File: src/rtl/interrupt_dispatcher.sv
// rtl/interrupt_dispatcher.sv - arbitrates pending interrupt flags to the CPU over req/ack and returns RETI
//
// Sits downstream of the per-source interrupt request buffers. One source at a
// time is offered to the CPU. The source it accepts is tracked until the CPU
// signals RETI, and that RETI is then returned to the source's buffer as a
// one-cycle read pulse. Every output is registered.
//
// Optional feature macro: IRQ_ROUND_ROBIN_EN
//   defined   : rotating priority. The search starts after the last serviced source.
//   undefined : fixed priority. Index 0 is the highest.
//
// Parameters
//   NUM_SRC   number of interrupt sources
//   ID_W      width of irq_id (2**ID_W >= NUM_SRC)
//   TIMEOUT   SERVICE cycles before irq_timeout is set; 0 disables the watchdog
//
// Ports
//   clk            system clock, rising edge
//   rst            asynchronous reset, active-high
//   int_flag       pending flags from the request buffers (level)
//   global_ie      global interrupt enable
//   irq_req        request to the CPU, held until accepted
//   irq_id         source index of the current request or service
//   irq_ack        CPU accepts the request
//   cpu_reti       CPU finished the ISR (1-cycle pulse)
//   handling       one-hot, the bit of the in-service source is set
//   reti_o         one-hot 1-cycle pulse to the serviced source's buffer
//   spurious_reti  1-cycle pulse when cpu_reti arrives outside SERVICE
//   irq_timeout    sticky watchdog expiry flag, cleared only by rst

module interrupt_dispatcher #(
  parameter int NUM_SRC = 3,
  parameter int ID_W    = 2,
  parameter int TIMEOUT = 1024
) (
  input  logic               clk,
  input  logic               rst,
  input  logic [NUM_SRC-1:0] int_flag,
  input  logic               global_ie,
  output logic               irq_req,
  output logic [ID_W-1:0]    irq_id,
  input  logic               irq_ack,
  input  logic               cpu_reti,
  output logic [NUM_SRC-1:0] handling,
  output logic [NUM_SRC-1:0] reti_o,
  output logic               spurious_reti,
  output logic               irq_timeout
);

  // With TIMEOUT=0 the counter is never used. It is kept 1 bit wide so that
  // the declaration stays legal.
  localparam int             WD_W   = (TIMEOUT > 0) ? $clog2(TIMEOUT + 1) : 1;
  localparam logic [WD_W-1:0] WD_MAX = WD_W'(TIMEOUT);

  typedef enum logic [2:0] {
    S_IDLE,
    S_REQ,
    S_SERVICE,
    S_RETI,
    S_GUARD
  } state_t;

  state_t             state, state_nxt;
  logic               req_nxt;
  logic [ID_W-1:0]    id_nxt;
  logic [NUM_SRC-1:0] hand_nxt;
  logic [NUM_SRC-1:0] reti_nxt;
  logic               spur_nxt;
  logic               to_nxt;
  logic [WD_W-1:0]    wd_cnt, wd_nxt;

  logic [ID_W-1:0]    winner;
  logic               win_found;
  logic               cur_flag;
  logic [NUM_SRC-1:0] id_onehot;

`ifdef IRQ_ROUND_ROBIN_EN
  logic [ID_W-1:0]    last_srv, last_srv_nxt;
`endif

  // Priority search. In rotating mode, the first pass looks only above the
  // last serviced index. The second pass wraps around to index 0. Together
  // the two passes give a search that starts at (last+1) mod NUM_SRC.
  always_comb begin
    winner    = '0;
    win_found = 1'b0;
`ifdef IRQ_ROUND_ROBIN_EN
    for (int i = 0; i < NUM_SRC; i++) begin
      if (!win_found && int_flag[i] && (i > int'(last_srv))) begin
        winner    = ID_W'(i);
        win_found = 1'b1;
      end
    end
`endif
    for (int i = 0; i < NUM_SRC; i++) begin
      if (!win_found && int_flag[i]) begin
        winner    = ID_W'(i);
        win_found = 1'b1;
      end
    end
  end

  // Flag of the requested source, and irq_id decoded to one-hot. The decode
  // compares against each index, so an irq_id beyond NUM_SRC-1 can never
  // index outside int_flag.
  always_comb begin
    cur_flag  = 1'b0;
    id_onehot = '0;
    for (int i = 0; i < NUM_SRC; i++) begin
      if (irq_id == ID_W'(i)) begin
        cur_flag     = int_flag[i];
        id_onehot[i] = 1'b1;
      end
    end
  end

  // Next-state and next-output logic.
  always_comb begin
    state_nxt = state;
    req_nxt   = irq_req;
    id_nxt    = irq_id;
    hand_nxt  = handling;
    reti_nxt  = '0;
    spur_nxt  = cpu_reti && (state != S_SERVICE);
    wd_nxt    = wd_cnt;
    to_nxt    = irq_timeout;
`ifdef IRQ_ROUND_ROBIN_EN
    last_srv_nxt = last_srv;
`endif

    case (state)
      S_IDLE: begin
        if (global_ie && (|int_flag)) begin
          state_nxt = S_REQ;
          req_nxt   = 1'b1;
          id_nxt    = winner;
        end
      end

      // Ack takes precedence over a flag that falls in the same cycle.
      // global_ie is deliberately not looked at here: once a request is
      // raised, only a withdrawn flag or an ack ends it.
      S_REQ: begin
        if (irq_ack) begin
          state_nxt = S_SERVICE;
          req_nxt   = 1'b0;
          hand_nxt  = id_onehot;
          wd_nxt    = '0;
        end else if (!cur_flag) begin
          state_nxt = S_IDLE;
          req_nxt   = 1'b0;
        end
      end

      S_SERVICE: begin
        if (TIMEOUT != 0 && wd_cnt != WD_MAX) begin
          wd_nxt = wd_cnt + 1'b1;
          if (wd_nxt == WD_MAX) begin
            to_nxt = 1'b1;
          end
        end
        if (cpu_reti) begin
          state_nxt = S_RETI;
          hand_nxt  = '0;
          reti_nxt  = id_onehot;
`ifdef IRQ_ROUND_ROBIN_EN
          last_srv_nxt = irq_id;
`endif
        end
      end

      S_RETI: begin
        state_nxt = S_GUARD;
      end

      // One idle cycle gives the buffer's empty flag time to follow the read
      // pulse, so the same request is not dispatched twice.
      S_GUARD: begin
        state_nxt = S_IDLE;
      end

      default: begin
        state_nxt = S_IDLE;
        req_nxt   = 1'b0;
        hand_nxt  = '0;
      end
    endcase
  end

  always_ff @(posedge clk or posedge rst) begin
    if (rst) begin
      state <= S_IDLE;
    end else begin
      state <= state_nxt;
    end
  end

  always_ff @(posedge clk or posedge rst) begin
    if (rst) begin
      irq_req       <= 1'b0;
      irq_id        <= '0;
      handling      <= '0;
      reti_o        <= '0;
      spurious_reti <= 1'b0;
      irq_timeout   <= 1'b0;
      wd_cnt        <= '0;
    end else begin
      irq_req       <= req_nxt;
      irq_id        <= id_nxt;
      handling      <= hand_nxt;
      reti_o        <= reti_nxt;
      spurious_reti <= spur_nxt;
      irq_timeout   <= to_nxt;
      wd_cnt        <= wd_nxt;
    end
  end

`ifdef IRQ_ROUND_ROBIN_EN
  // Reset to the top index, so that source 0 wins the first search.
  always_ff @(posedge clk or posedge rst) begin
    if (rst) begin
      last_srv <= ID_W'(NUM_SRC - 1);
    end else begin
      last_srv <= last_srv_nxt;
    end
  end
`endif

endmodule

File: config.mk
export PLATFORM = sky130hd
export DESIGN_NAME = interrupt_dispatcher
export DESIGN_NICKNAME = d
export VERILOG_FILES = /design/src/rtl/interrupt_dispatcher.sv
export SDC_FILE = /design/constraint.sdc
export NUM_CORES = 1
export LEC_CHECK = 0
export BUFFER_PORTS_ARGS = -buffer_cell sky130_fd_sc_hd__buf_2
export CAP_MARGIN = 20
export CORE_UTILIZATION = 50
export CTS_CLUSTER_SIZE = 8
export DETAILED_ROUTE_END_ITERATION = 10
export GPL_TIMING_DRIVEN = 1
export PLACE_DENSITY = 0.77
export REMOVE_ABC_BUFFERS = 1
export SYNTH_ARGS = -nofsm -noshare
export SYNTH_HDL_FRONTEND = slang
export SYNTH_SLANG_ARGS = --single-unit
File: constraint.sdc
create_clock -name clk -period 5.3 [get_ports clk]
set_input_delay 1.06 -clock clk [delete_from_list [all_inputs] [get_ports clk]]
set_output_delay 1.06 -clock clk [all_outputs]
set_load 0.005 [all_outputs]
**Word level (Yosys, flattened, before mapping)**

Cells that the tools add are included.

- Add/subtract/negate cells: 1
- Multipliers: 0
- Divide/modulo/power cells: 0
- Magnitude comparators: 0
- Eq/ne operators: 14
- Shift-type cells: 0
- Multiplexer cells: 27
- Bitwise operators: 2
- Reduce and logical (&&, ||, !) cells: 18

Operators with widths:

| cell | number |
|---|---|
| 3-bit 2-to-1 mux | 8 |
| 11-bit 2-to-1 mux | 2 |
| 11-bit case mux with 2 select lines | 1 |
| 3-bit AND reduction | 5 |
| 1-bit 2-to-1 mux | 12 |
| 3-bit case mux with 4 select lines | 1 |
| 11-bit by 1-bit adder with 11-bit output, second input constant | 1 |
| 11-bit == test, second input constant | 1 |
| 11-bit inequality test, second input constant | 1 |
| 3-bit case mux with 3 select lines | 1 |
| 3-bit OR reduction | 3 |
| 2-bit inequality test, second input constant | 4 |
| 3-bit by 2-bit == test with 1-bit output, second input constant | 2 |
| 1-bit logical AND | 4 |
| 3-bit by 1-bit == test with 1-bit output, second input constant | 1 |
| 3-bit == test, second input constant | 1 |
| 3-bit zero test | 1 |
| 3-bit by 2-bit inequality test with 1-bit output, second input constant | 1 |
| 3-bit inequality test, second input constant | 1 |
| 1-bit case mux with 3 select lines | 1 |
| 2-bit by 1-bit == test with 1-bit output, second input constant | 1 |
| 2-bit == test, second input constant | 1 |
| 1-bit zero test | 2 |
| 2-bit zero test | 1 |
| 4 further kinds | 5 |

- Register bits: 25
- Bits in latches: 0
- Memory bits (writable): 0
- Memory bits (read-only): 0
- Bits of input ports: 8
- Output and inout bits: 11
- Logic and storage cells: 70
- Memories kept: 0

**Depth between registers and ports, before layout**

Gate-level depths: netlist of run 1.

- Word-level depth: 7
- Depth in mapped cells: 9
- Depth with buffers taken out: 7

**Least setup slack after synthesis of run 1**

Ideal clock, no wire load.

- Path type: input to register
- Start point: input port int_flag[1]
- End point: register state[0]
- Setup time: 0.118 ns
- Arrival time: 1.846 ns
- Data required time: 5.182 ns
- Setup slack: 3.336 ns
- Stages: 4
- Path buffers: 0
- Path through: or2_2 > o21ai_0 > o21ai_0 > a21o_1

- Longest elaborated chain between the ends: 4
- Elaborated cells on any way between the ends: 7
- Classes of those cells: eq/ne (2); mux (2); reduce/logical (3)

Ends and longest elaborated chain:

| item | RTL line | text |
|---|---|---|
| from (decl) | 38 | `input logic [NUM_SRC-1:0] int_flag,` |
| 1-bit 2-to-1 mux or 3-bit OR reduction (tied branches) | 110, 133 |  |
| 1-bit 2-to-1 mux or 1-bit logical AND (tied branches) | 110, 133 |  |
| 3-bit inequality test (no line) or 2-bit inequality test (tied branches) | - |  |
| 3-bit AND reduction (no line) (*) | - |  |
| to (signal assigned) | 194 | `state <= state_nxt;` |
| to (decl) | 63 | `state_t state, state_nxt;` |

Mark *: on every way between the ends. The rest lies on a longest branch, timed or not.
A chain may end at the register's enable or synchronous reset.

**Final worst setup path of run 1**

- Start point: register wd_cnt[0]
- End point: register wd_cnt[8]

- Longest elaborated chain between the ends: 3
- Elaborated cells on any way between the ends: 6
- Classes of those cells: add/sub (1); eq/ne (2); mux (2); reduce/logical (1)

Ends and longest elaborated chain:

| item | RTL line | text |
|---|---|---|
| from (decl) | 70 | `logic [WD_W-1:0] wd_cnt, wd_nxt;` |
| from (signal assigned) | 214 | `wd_cnt <= wd_nxt;` |
| 11-bit by 1-bit adder with 11-bit output or 11-bit inequality test (tied branches) | 157, 156 |  |
| 11-bit 2-to-1 mux or 2-bit inequality test (tied branches) | - |  |
| 11-bit case mux with 2 select lines or 3-bit AND reduction (tied branches) | - |  |

Parallel ways exist; a longest one is shown, timed or not. The select of a mux whose other input is x is not followed.

==> out/metrics.cfg, run 1 <==
[run_status]
status = completed

[grt]
grt_util_met2 = 0.337
grt_pass1_vias = 1194
grt_overflow = 0
grt_util_met3 = 0.0279
track_usage = 0.206
grt_max_degree = 26
grt.busiest_layer = met2
grt_first_pass_wirelength_mm = 5.10
grtUsageMet1 = 0.277
antenna_found_initial = 0

[cells_and_area]
finalNonFillerCells = 205
fin_nets = 186
final_common_cell = dfrtp_1
layout_common_cells = dfrtp_1, buf_2, nor2_1, o21ai_1, nand2_1
layout-drive-gt1-share = 0.167
antenna_cells = 0
fillers = 251
syn2layout_area_growth_pct = 7.17

[floorplan]
dieArea_um2 = 3110
num_io_pins = 19
die_w_um = 55.8
start_util = 0.525
core_area_um2 = 2760
die_h_um = 55.8
row_count = 19

[min_path]
holdPathEnd = irq_timeout$_DFFE_PP0P_
hp-class = reg -> reg
holdPathStages = 1
hold_start = irq_timeout$_DFFE_PP0P_

[route]
wl_per_cell_um = 13.9
vias = 1245
drtIter0Drc = 62
antenna_left = 0
firstDrtPassIters = 4
totalWireLength_mm = 2.85
via_per_inst = 6.07
drc = 0

[worst_setup_path]
criticalPathCategory = reg -> reg
crit_arrival_ns = 2.39
timing.rr.end = wd_cnt[8]$_DFFE_PP0P_
r2r_setup_slack_ns = 3.16
crit_path_max_fanout = 21
cp-end-kind = flip-flop
required_ns = 5.55
r2r_cells = 7
crit_path_start_kind = flip-flop
r2r_start = wd_cnt[0]$_DFFE_PP0P_

[power_and_ir_drop]
ir_drop_mv = 0.255
powerDensity_nw_per_um2 = 389
leakage_uw = 0.000750

[place]
io_buffers = 18
gp_congestion = 0.844
dpl.hpwl_mm = 2.01
placed_cells = 200

[timing]
setup_viol = 0
worst_pin_slew_ns = 0.407
fmax_mhz = 466
layout_worst_path_cycle_share = 0.405
rsz0062_at_grt = false
hold_viol = 0
maxSlewViolCount = 0
min_period_ns = 2.14
max-slew-margin-rel = 0.728
fin_setup_tns_ns = 0
fin_worst_skew_ns = 0.0137

[synth]
synth-async-reset-ratio = 1.00
synth_ff_type = dfrtp_1
synth_cell_types = 40
synth_enable_flop_cells = 0
ys_seq_elements = 25
synth.cell_area_um2 = 1450
yosys_warnings = 0
ys_seq_area_frac = 0.432
postSynthCellCount = 162
syn-mean-instance-area_um2 = 8.94

[clocking]
post_cts_buffers = 0
clock_latency_ns = 0.33
cts_buffer_depth = 2
htree_num_levels = 1
cts_sinks = 25
clk_pin_slew_worst_paths_ns = 0.14
cts_tree = done
numCtsBuffers = 3
cts_resized = 0
cts_hold_buffers = 0
cts_root_buf = clkbuf_4

[flow_run]
max_cap_violations = 0

[worst max path at each step]
stage,startpoint,endpoint,slack [ns],cells after the start
6_report,wd_cnt[0]$_DFFE_PP0P_,wd_cnt[8]$_DFFE_PP0P_,3.16,7
5_1_grt,wd_cnt[0]$_DFFE_PP0P_,wd_cnt[0]$_DFFE_PP0P_,2.97,7
4_1_cts,wd_cnt[0]$_DFFE_PP0P_,wd_cnt[8]$_DFFE_PP0P_,3.18,7
3_5_place_dp,int_flag[1],state[0]$_DFFE_PP0P_,3.16,5
3_3_place_gp,int_flag[1],state[0]$_DFFE_PP0P_,3.17,5
2_1_floorplan,int_flag[1],state[0]$_DFFE_PP0P_,3.34,4
[layout make-up]
cell class,count,area (um2),area share
Clock buffer,4,26.3,0.0169
Sequential cell,25,626,0.403
Multi-Input combinational cell,117,709,0.457
Inverter,9,33.8,0.0218
Tap cell,31,38.8,0.0250
Timing Repair Buffer,19,118,0.0758
[flip-flops by register name (all words and copies together), names as in the netlist]
name           flops
state              3
irq_req            1
irq_id             2
reti_o             3
irq_timeout        1
handling           3
spurious_reti      1
wd_cnt            11
[stage by stage]
step / hold slack, ns / cell area, um2 / util / power [uW] / setup slack [ns]
global route: 0.514 / 1550 / 0.563 / 656 / 2.97
global placement: 0.447 / 1500 / 0.543 / 501 / 3.17
finish: 0.479 / 1550 / 0.563 / 603 / 3.16
detailed placement: 0.450 / 1500 / 0.543 / 516 / 3.16
floorplan: 0.463 / 1370 / - / 441 / 3.34
CTS: 0.482 / 1520 / 0.553 / 603 / 3.18
[power by group]
part	switching, uW	internal (uW)
Sequential	53.4	232
Clock	58.7	29.5
Combinational	127	102
Total	239	364
[worst max-delay path: stages (launching register included)]
cell      delay [ns]
dfrtp_1         0.47
inv_1           0.09
ha_1            0.14
nor4bb_1        0.28
a31o_2          0.46
and2_1          0.42
o21ai_1         0.13
o31ai_1         0.08
[routing by layer]
metal	part of all wire	vias up
li1	-	598
met1	0.47	609
met2	0.48	33
met3	0.034	5
met4	0.016	0
met5	0	-
[cells in the mapped netlist, types with 2 or more instances]
cell	instances	area [um2]
o21ai_1	13	65.1
clkbuf_1	4	15.0
a21oi_1	7	35.0
a31oi_1	4	25.0
ha_1	3	37.5
buf_2	2	10.0
mux2_2	3	33.8
xnor2_1	2	17.5
buf_6	3	33.8
nand2b_1	6	37.5
and2_1	3	18.8
o31ai_1	6	45.0
nor3_1	6	30.0
nand3_1	5	25.0
and3_1	5	31.3
o21ai_0	7	35.0
inv_1	9	33.8
dfrtp_1	25	626
nand2_1	11	41.3
o22ai_1	2	12.5
and4_1	2	17.5
nor2_1	15	56.3
a31o_1	2	17.5
[logic make-up after synthesis]
| family | count (synthesis) | share of synthesized area |
|---|---|---|
| buf+inv | 20 | 0.0778 |
| xor+xnor | 3 | 0.0182 |
| simple gates | 61 | 0.224 |
| compound gates | 46 | 0.192 |
| mux | 4 | 0.0302 |
| flops | 25 | 0.432 |
| fa+ha+maj | 3 | 0.0259 |
No activity file was read; power rests on OpenSTA's default activity.
==> run 2: changes to the inputs <==
clock period = 2.08 ns   (was 5.3 ns; I/O delays follow)
==> run 2 against run 1 <==
Against the previous run: wire length is essentially flat; non-clock buffer count up 4; clock power is 140% higher; first-iteration DRC count shrank 31%; highest routed layer unchanged.
==> out/metrics.cfg, run 2 (synthesis gave the netlist of run 1 again) <==
[timing]
setup_viol = 0  ; unchanged
max-slew-margin-rel = 0.765  ; +0.0367
min_period_ns = 1.94  ; -0.207 ns
layout_worst_path_cycle_share = 0.931  ; +0.527
fin_worst_skew_ns = 0.00345  ; -0.0103 ns
fin_setup_tns_ns = 0  ; unchanged
hold_viol = 0  ; unchanged
worst_slack_ns = 0.143  ; -3.01 ns
maxSlewViolCount = 0  ; unchanged
worst_pin_slew_ns = 0.349  ; -0.0588 ns
fmax_mhz = 516  ; +11%
rsz0062_at_grt = false

[route]
via_per_inst = 5.84  ; -3.9%
drc = 0  ; unchanged
drtIter0Drc = 43  ; -31%
wl_per_cell_um = 13.6  ; -1.9%
antenna_left = 0  ; unchanged
totalWireLength_mm = 2.85  ; about the same
firstDrtPassIters = 4  ; unchanged
vias = 1220  ; -2.0%

[floorplan]
die_h_um = 55.8  ; unchanged
num_io_pins = 19  ; unchanged
core_area_um2 = 2760  ; unchanged
row_count = 19  ; unchanged
dieArea_um2 = 3110  ; unchanged
start_util = 0.525  ; unchanged
die_w_um = 55.8  ; unchanged

[worst_setup_path]
crit_path_start_kind = flip-flop
criticalPathCategory = reg -> reg
crit_arrival_ns = 2.20  ; -0.19 ns
cp-end-kind = flip-flop
crit_path_max_fanout = 7  ; -67%
required_ns = 2.35  ; -3.20 ns

[grt]
antenna_found_initial = 0  ; unchanged
grt_pass1_vias = 1135  ; -4.9%
track_usage = 0.208  ; +0.00241
grt_util_met3 = 0.0302  ; +0.00233
grt_overflow = 0  ; unchanged
grt_util_met2 = 0.330  ; -0.00688
grt_first_pass_wirelength_mm = 5.17  ; +1.4%
grt_max_degree = 26  ; unchanged
grtUsageMet1 = 0.296  ; +0.0185
grt.busiest_layer = met2

[flow_run]
max_cap_violations = 0  ; unchanged

[power_and_ir_drop]
powerDensity_nw_per_um2 = 979  ; +150%
finalPower_uw = 1530  ; +150%
ir_drop_mv = 0.609  ; +140%
leakage_uw = 0.000766  ; +2.1%

[place]
dp_slack_ns = 0.157  ; -3.00 ns
dpl.hpwl_mm = 2.15  ; +7.0%
gp_congestion = 0.849  ; +0.54%
io_buffers = 18  ; unchanged

[cells_and_area]
multi_input_area_um2 = 712  ; +0.35%
fin_nets = 190  ; +2.2%
layout_common_cells = dfrtp_1, buf_2, nor2_1, o21ai_1, nand2_1
fillers = 253  ; +0.80%
largest_register_ffs = 11  ; unchanged
layout-drive-gt1-share = 0.197  ; +0.0300
syn2layout_area_growth_pct = 8.12
utilization = 0.568  ; +0.00499
antenna_cells = 0  ; unchanged
final_common_cell = dfrtp_1
regArea_um2 = 626  ; unchanged
largest_register = wd_cnt

[clocking]
clock_latency_ns = 0.31  ; -0.02 ns
clk_pin_slew_worst_paths_ns = 0.13  ; about the same
cts_root_buf = clkbuf_4
cts_buffer_depth = 2  ; unchanged
cts_sinks = 25  ; unchanged
htree_num_levels = 1  ; unchanged
numCtsBuffers = 3  ; unchanged
cts_tree = done

[min_path]
hp-class = in -> async

[run_status]
status = completed

## run 2: changes by cell type in the layout (fill, tap and decap cells not counted), sizes merged
cell and change:
buf +4, clkbuf -1, clkinv +1
## run 2: metal layers
metal	wire [um]	vias to the layer above
met5	0	-
met2	1430	37
met4	19	0
li1	-	608
met3	113	2
met1	1290	573
## run 2: final timing paths
path,startpoint,endpoint,slack (ns),depth (start not counted)
max,wd_cnt[0]$_DFFE_PP0P_,irq_timeout$_DFFE_PP0P_,0.14,6
min,rst,wd_cnt[6]$_DFFE_PP0P_,0.13,3
max reg2reg,wd_cnt[0]$_DFFE_PP0P_,irq_timeout$_DFFE_PP0P_,0.14,6
min reg2reg,irq_timeout$_DFFE_PP0P_,irq_timeout$_DFFE_PP0P_,0.48,1
max in group asynchronous,rst,irq_req$_DFFE_PP0P_,1.71,3
min in group clk,global_ie,irq_id[1]$_DFFE_PP0P_,0.32,2
## run 2: report_power, final
part,switching [uW],internal [uW]
combinational,330,274
clock,141,71.9
sequential,123,592
## run 2: through the flow
step	cells	cell area, um2	hold slack (ns)
after floorplan	151	1370	0.443
after global placement	205	1540	0.443
after detailed placement	205	1540	0.450
after CTS	209	1560	0.126
after global routing	209	1570	0.149
final	209	1570	0.127
## run 2: worst max-delay path: stages (launching register included)
cell and delay, ns:
dfrtp_1 0.46, ha_1 0.28, and3_1 0.27, and3_4 0.22, a2111oi_1 0.37, a31o_1 0.16
a31o_1 0.14
## run 2: final cells by class
type / count / area share
multi-input combinational: 117 / 0.455
sequential: 25 / 0.400
timing repair buffer: 23 / 0.0815
tap: 31 / 0.0248
inverter: 9 / 0.0216
clock buffer: 3 / 0.0144
clock inverter: 1 / 0.00320
## run 2: what timing repair did
action	CTS	global route
buffers inserted	0	0
setup endpoints to repair	0	9
hold buffers	0	0
resized for setup	0	2
